<file path="config.mk">
export PLATFORM = sky130hd
export DESIGN_NAME = cmn_vr_fifo
export DESIGN_NICKNAME = d
export VERILOG_FILES = /design/src/rtl/cmn_pkg.sv /design/src/rtl/cmn_fifo_ptr.sv /design/src/rtl/cmn_vr_fifo.sv
export SDC_FILE = /design/constraint.sdc
export NUM_CORES = 1
export LEC_CHECK = 0
export CAP_MARGIN = 20
export CORE_UTILIZATION = 50
export CTS_CLUSTER_DIAMETER = 120
export DETAILED_ROUTE_END_ITERATION = 16
export PLACE_DENSITY_LB_ADDON = 0.12
export SYNTH_ARGS = -nofsm -noshare
export SYNTH_HDL_FRONTEND = slang
export SYNTH_SLANG_ARGS = --single-unit
</file>
<file path="constraint.sdc">
create_clock -name clk -period 5.6 [get_ports clk]
set_clock_uncertainty 0.1 [all_clocks]
set_input_delay 0.84 -clock clk [delete_from_list [all_inputs] [get_ports clk]]
set_output_delay 0.84 -clock clk [all_outputs]
set_load 0.1 [all_outputs]
</file>
<file path="src/rtl/cmn_pkg.sv">
// Shared helpers for common payload-path blocks.
// Holds pointer sizing used by the FIFO and its pointer sub-module.
package cmn_pkg;

    // Index width for a DEPTH-entry array, never narrower than one bit.
    function automatic int ptr_w(input int depth);
        return (depth <= 2) ? 1 : $clog2(depth);
    endfunction

endpackage

</file>
<file path="src/rtl/cmn_fifo_ptr.sv">
// Wrap-at-DEPTH-1 incrementing pointer with enable and synchronous clear.
// Updates one cycle after en; clear wins over en; no backpressure of its own.
module cmn_fifo_ptr
    import cmn_pkg::*;
#(
    parameter int DEPTH = 4,
    parameter int W     = ptr_w(DEPTH)
) (
    input  logic         clk,
    input  logic         rst_n,
    input  logic         clr,
    input  logic         en,
    output logic [W-1:0] ptr
);

    always_ff @(posedge clk or negedge rst_n) begin
        if (!rst_n) begin
            ptr <= '0;
        end else if (clr) begin
            ptr <= '0;
        end else if (en) begin
            ptr <= (ptr == W'(DEPTH - 1)) ? '0 : ptr + 1'b1;
        end
    end

endmodule

</file>
<file path="src/rtl/cmn_vr_fifo.sv">
// Valid/ready FIFO with occupancy/almost-full status and sync flush; 1-cycle latency,
// 0 when CMN_VR_FIFO_BYPASS_EN passes beats through an empty FIFO; s_rdy depends on registered state only.
module cmn_vr_fifo
    import cmn_pkg::*;
#(
    parameter type PLD_TYPE     = logic,
    parameter int  DEPTH        = 4,
    parameter int  AFULL_THRESH = DEPTH - 1
) (
    input  logic                       clk,
    input  logic                       rst_n,
    input  logic                       flush,
    input  logic                       s_vld,
    output logic                       s_rdy,
    input  PLD_TYPE                    s_pld,
    output logic                       m_vld,
    input  logic                       m_rdy,
    output PLD_TYPE                    m_pld,
    output logic [$clog2(DEPTH+1)-1:0] cnt,
    output logic                       afull
);

    localparam int PW = ptr_w(DEPTH);
    localparam int CW = $clog2(DEPTH + 1);

    PLD_TYPE       mem [DEPTH];
    logic [PW-1:0] wr_ptr;
    logic [PW-1:0] rd_ptr;
    logic          bypass;
    logic          push;
    logic          thru;
    logic          wr_en;
    logic          rd_en;

`ifdef CMN_VR_FIFO_BYPASS_EN
    assign bypass = (cnt == '0) && !flush;
`else
    assign bypass = 1'b0;
`endif

    // Full blocks input even when a pop is pending, keeping m_rdy off the s_rdy path.
    assign s_rdy = (cnt != CW'(DEPTH)) && !flush;
    assign m_vld = bypass ? s_vld : ((cnt != '0) && !flush);
    assign m_pld = bypass ? s_pld : mem[rd_ptr];

    assign push  = s_vld && s_rdy;
    assign thru  = bypass && s_vld && m_rdy;
    assign wr_en = push && !thru;
    assign rd_en = (cnt != '0) && !flush && m_rdy;

    assign afull = (cnt >= CW'(AFULL_THRESH));

    always_ff @(posedge clk) begin
        if (wr_en) begin
            mem[wr_ptr] <= s_pld;
        end
    end

    always_ff @(posedge clk or negedge rst_n) begin
        if (!rst_n) begin
            cnt <= '0;
        end else if (flush) begin
            cnt <= '0;
        end else begin
            case ({wr_en, rd_en})
                2'b10:   cnt <= cnt + CW'(1);
                2'b01:   cnt <= cnt - CW'(1);
                default: cnt <= cnt;
            endcase
        end
    end

    cmn_fifo_ptr #(.DEPTH(DEPTH), .W(PW)) u_wr_ptr (
        .clk   (clk),
        .rst_n (rst_n),
        .clr   (flush),
        .en    (wr_en),
        .ptr   (wr_ptr)
    );

    cmn_fifo_ptr #(.DEPTH(DEPTH), .W(PW)) u_rd_ptr (
        .clk   (clk),
        .rst_n (rst_n),
        .clr   (flush),
        .en    (rd_en),
        .ptr   (rd_ptr)
    );

endmodule

</file>
Yosys cells after proc, flatten, opt, wreduce, memory -nomap -nowiden
Memories as Yosys holds them, arrays and structs flattened.
Cells that the tools add are included.

storage, ports and cells
  register bits = 7
  memory bits (writable) = 4
  input port bits = 6
  output and inout port bits = 7
  word-level logic and storage cells = 33
  memories = 1

memories
  memory  words  bits a word  rd ports  clocked after Yosys merged registers in  write ports  line               text
  mem     4      1            1         0                                        1            cmn_vr_fifo.sv:26  PLD_TYPE mem [DEPTH];

cells by class
  add/sub/neg operators = 4
  order comparisons = 1
  equality and inequality tests = 5
  multiplexer cells = 10
  reductions and logical operators = 9

operators with widths
  cell                                                 count
  two-way mux 2 bit                                    6
  equality test 2 bit, second input constant           3
  case mux 3 bit (2 select lines)                      1
  nonzero test 3 bit                                   2
  adder 2 x 1 -> 2 bit, second input constant          2
  logical AND 1 bit                                    4
  nonzero test 2 bit                                   2
  adder 3 x 1 -> 3 bit, second input constant          1
  >= comparator 3 x 2 -> 1 bit, second input constant  1
  two-way mux 3 bit                                    1
  != test 3 bit, second input constant                 1
  subtractor 3 x 1 -> 3 bit, second input constant     1
  equality test 2 x 1 -> 1 bit, second input constant  1
  two-way mux 1 bit                                    2
  logical NOT 1 bit                                    1

Logic depth before layout (Yosys ltp)
  depth in word-level cells = 6
  depth in mapped cells = 6
  gate-level depth less buffers = 6

By module
Synthesis repeated with hierarchy kept, for this count alone.

second synthesis, totals
  cells, all modules = 58
  area total of the unflattened synthesis = 689.4 um^2

by module, submodules not included
  module        instances  cells an instance  area an instance (um^2)  sequential area each (um^2)
  cmn_vr_fifo   1          42                 489.2                    195.2
  cmn_fifo_ptr  2          8                  100.1                    50.0

Worst setup path after synthesis
Ideal clock, no wire load.

  kind = reg-to-output
  from = register cnt[0]
  to = output s_rdy
  arrival time = 2.741 ns
  data required time = 4.660 ns
  setup slack = 1.919 ns
  cell stages (with the launch flop) = 3
  buffers on the path = 0
  path through = dfrtp_1 > nor2_2 > a21oi_1

between the ends
  longest elaborated chain between the ends = 2

RTL lines
  element                   line               text
  start: declaration        cmn_vr_fifo.sv:19  output logic [$clog2(DEPTH+1)-1:0] cnt,
  start signal: assignment  cmn_vr_fifo.sv:66  2'b10: cnt <= cnt + CW'(1);
  start signal: assignment  cmn_vr_fifo.sv:67  2'b01: cnt <= cnt - CW'(1);
  start signal: assignment  cmn_vr_fifo.sv:68  default: cnt <= cnt;
  != test 3 bit             cmn_vr_fifo.sv:42  assign s_rdy = (cnt != CW'(DEPTH)) && !flush;
  logical AND 1 bit         cmn_vr_fifo.sv:42
  end: declaration          cmn_vr_fifo.sv:14  output logic s_rdy,

No other way between the ends.

Final worst setup path
  from = input flush
  to = output s_rdy

between the ends
  longest elaborated chain between the ends = 2

RTL lines
  element             line               text
  start: declaration  cmn_vr_fifo.sv:12  input logic flush,
  logical NOT 1 bit   cmn_vr_fifo.sv:42
  logical AND 1 bit   cmn_vr_fifo.sv:42

No other way between the ends.

==> metrics.yaml <==
sta:
  maxSlewHeadroom_pct: 35.40
  rsz0062_at_grt: "no"
  fin_crit_ps: 3761
  fin_crit_sh_pct: 67.17
  tns_ps: 0
  hold_viol: 0
  drv_slew: 0
  tightest_slew_ps: 966.0
  setup_viol: 0
  clock.fmax_mhz: 265.9
floorplanning:
  dieArea_mm2: 0.001579
  rows: 13
  chipHeight_um: 39.74
  start_util_pct: 54.04
  core-area_mm2: 0.001318
  ios: 13
  die-width_um: 39.74
yosys:
  synth_async_sr_flop_share_pct: 63.64
  synth_top_family_by_area: "simple AND/OR/NAND/NOR gates"
  muxShareOfSynthArea_pct: 5.975
  ys_ff_latch: 11
  synth_xor_area_share_pct: 2.460
  netlist_area_um2: 711.9
  netlist_instances: 68
  synth_edf_count: 4
  synthSimpleGateAreaFrac_pct: 18.28
  yosysWarnings: 0
  synth_fa_ha_area_share_pct: 11.60
  avgSynthCellArea_um2: 10.47
  synth_ff_type: "dfrtp_1"
  syn_nets: 80
  synth_compound_area_share_pct: 15.11
  yosysSeqAreaShare_pct: 41.48
  synth.distinct_cells: 31
placement:
  portBuffers: 12
  dpl_cell_area_um2: 833.3
  gp_congestion: 0.8000
  dp_hpwl_um: 935.4
worst_setup_path:
  path_common_cell: "clkdlybuf4s50_1"
  critical-path-top-delay-family: "buffers and inverters"
  cp.arrival_ps: 2820
  setup.worst_path.end_class: "output port"
  criticalPathCategory: "input pin to output port"
  crit_slowest_cell: "clkdlybuf4s50_1"
  crit_chain: "clkdlybuf4s50_1 > a21oi_1 > clkdlybuf4s50_1"
  critPathBufInv: 2
  max_stage_delay_ps: 1150
  crit_fanout: 10
  crit_required_ps: 4660
  cp-start-kind: "input pin"
cts:
  numCtsBuffers: 3
  htree_levels: 1
  cts_setup_buffers: 0
  post_cts_resized: 0
  hold_buffers: 0
  clock_sinks: 11
  cts_root_buf: "clkbuf_4"
  cts_buffer_depth: 2
  cts_tree: "built"
  clkTransAtPathRegs_ps: 70
  clock_latency_ps: 270
power_and_ir_drop:
  p_leak_nw: 0.3653
  p_per_area_mw_per_mm2: 403.0
  totalPowerFinal_w: 0.0003464
  worst_ir_drop_vdd_uv: 259.8
cells_and_area:
  fillCellCount: 110
  register_area_um2: 295.3
  multi_input_area_um2: 380.4
  final_nets: 94
  antenna_cells: 0
  postLayoutCellArea_um2: 859.6
  drive_gt1_share_pct: 18.52
  area_growth_pct: 20.74
detailed_routing:
  num_vias: 527
  drcViolationCount: 0
  wirelength_um: 1239
  dr.pass1.iters: 4
  wire_per_inst_um: 12.91
  postRouteAntennaNets: 0
  first_iter_violations: 7
  via_per_inst: 5.490
grt:
  grt_max_degree: 13
  grt_usage_pct: 18.74
  antenna_found_initial: 0
  grt-ovfl-total: 0
  grt_pass1_vias: 460
  grt_pass1_wl_um: 1856
run:
  maxCapViolations: 0
worst_hold_path:
  hp-class: "flop to flop"
status:
  status: "finished, final reports clean"
registers in the layout, summed over array words and instances (netlist names):
register      flops
mem               4
cnt               3
u_rd_ptr.ptr      2
u_wr_ptr.ptr      2
cell families (layout without fill, tap and decap cells):
logic type,count (synthesis),in the layout
buf+inv,8,21
flops,11,11
mux,3,3
xor+xnor,2,2
fa+ha+maj,6,6
compound gates,15,15
simple gates,23,23
cell usage in the layout, fill, tap and decap left out:
cell	Yosys	layout
clkbuf_1	0	1
o22ai_1	1	1
mux2i_1	2	2
a21oi_1	4	4
nand2_1	5	5
and2_2	4	4
mux4_2	1	1
fa_1	1	1
xor2_1	1	1
a211oi_4	1	1
xnor2_1	1	1
nor2_1	7	7
dfrtp_1	7	7
nor3_1	1	1
and2b_2	1	1
nor3b_2	1	1
inv_2	1	1
clkbuf_4	0	3
o21ai_0	4	4
a2111oi_0	1	1
and3_2	1	1
nor2_2	1	1
ha_1	5	5
inv_1	4	4
a32o_2	1	1
o31ai_1	1	1
edfxtp_1	4	4
o21a_1	1	1
nor3b_1	2	2
clkdlybuf4s50_1	0	12
a31oi_1	1	1
per-stage QoR:
stage / util, % / setup WS [ps] / hold WS [ps] / cells
2_1_floorplan: - / 1919 / 437.2 / 68
4_1_cts: 65.24 / 1834 / 507.3 / 96
3_5_place_dp: 63.25 / 1834 / 496.7 / 92
3_3_place_gp: 63.25 / 1859 / 462.3 / 92
5_1_grt: 65.24 / 1763 / 526.4 / 96
6_report: 65.24 / 1839 / 501.4 / 96
report_power, final:
| group | switching (W) | leakage, nW | internal, W |
|---|---|---|---|
| registers | 0.0000202 | 0.130 | 0.0000937 |
| clock network | 0.0000270 | 0.0150 | 0.0000276 |
| logic | 0.000127 | 0.220 | 0.0000506 |
| total | 0.000175 | 0.365 | 0.000172 |
cell usage after synthesis, drive strengths merged, types with 2 or more instances:
master	number	area (um^2)
o21ai	4	20.02
and2	4	30.03
mux2i	2	20.02
dfrtp	7	175.2
a21oi	4	20.02
edfxtp	4	120.1
inv	5	18.76
ha	5	62.56
buf	2	12.51
nor2	8	32.54
nor3b	3	27.52
nand2	5	18.77
path summary, 6_finish.rpt:
check                                             from                     endpoint  slack (ps)  depth (start not counted)
setup / recovery                                 flush                        s_rdy        1840                          3
hold / removal             u_rd_ptr.ptr[1]$_DFFE_PN0P_  u_rd_ptr.ptr[1]$_DFFE_PN0P_         500                          2
setup reg to reg                    cnt[1]$_DFFE_PN0P_           cnt[1]$_DFFE_PN0P_        3390                          5
hold reg to reg            u_rd_ptr.ptr[1]$_DFFE_PN0P_  u_rd_ptr.ptr[1]$_DFFE_PN0P_         500                          2
max in group asynchronous                        rst_n  u_wr_ptr.ptr[0]$_DFFE_PN0P_        4420                          1
min in group asynchronous                        rst_n  u_rd_ptr.ptr[1]$_DFFE_PN0P_         740                          1
worst reg2reg max path: cells and delay by family (launching register included):
kind | cells | cell delay (ps)
AOI/OAI and AO/OA | 2 | 640
adders and majority gates | 1 | 430
DFF | 1 | 540
and+or+nand+nor | 2 | 400
area by class of cell:
type / instances / share of cell area [%]
clock buffers: 4 / 3.057
inverters: 5 / 2.183
multi-input cells: 49 / 44.25
flip-flops and latches: 11 / 34.35
well taps: 15 / 2.183
repair buffers: 12 / 13.97
per-layer routing:
metal	global-route usage (%)	up-vias	routed length, um
met1	22.70	249	612
met5	0	-	0
met2	29.51	13	574
met4	2.586	0	0
met3	10.23	0	51
li1	-	265	-
Note: power is estimated with default switching activity, not from simulation.
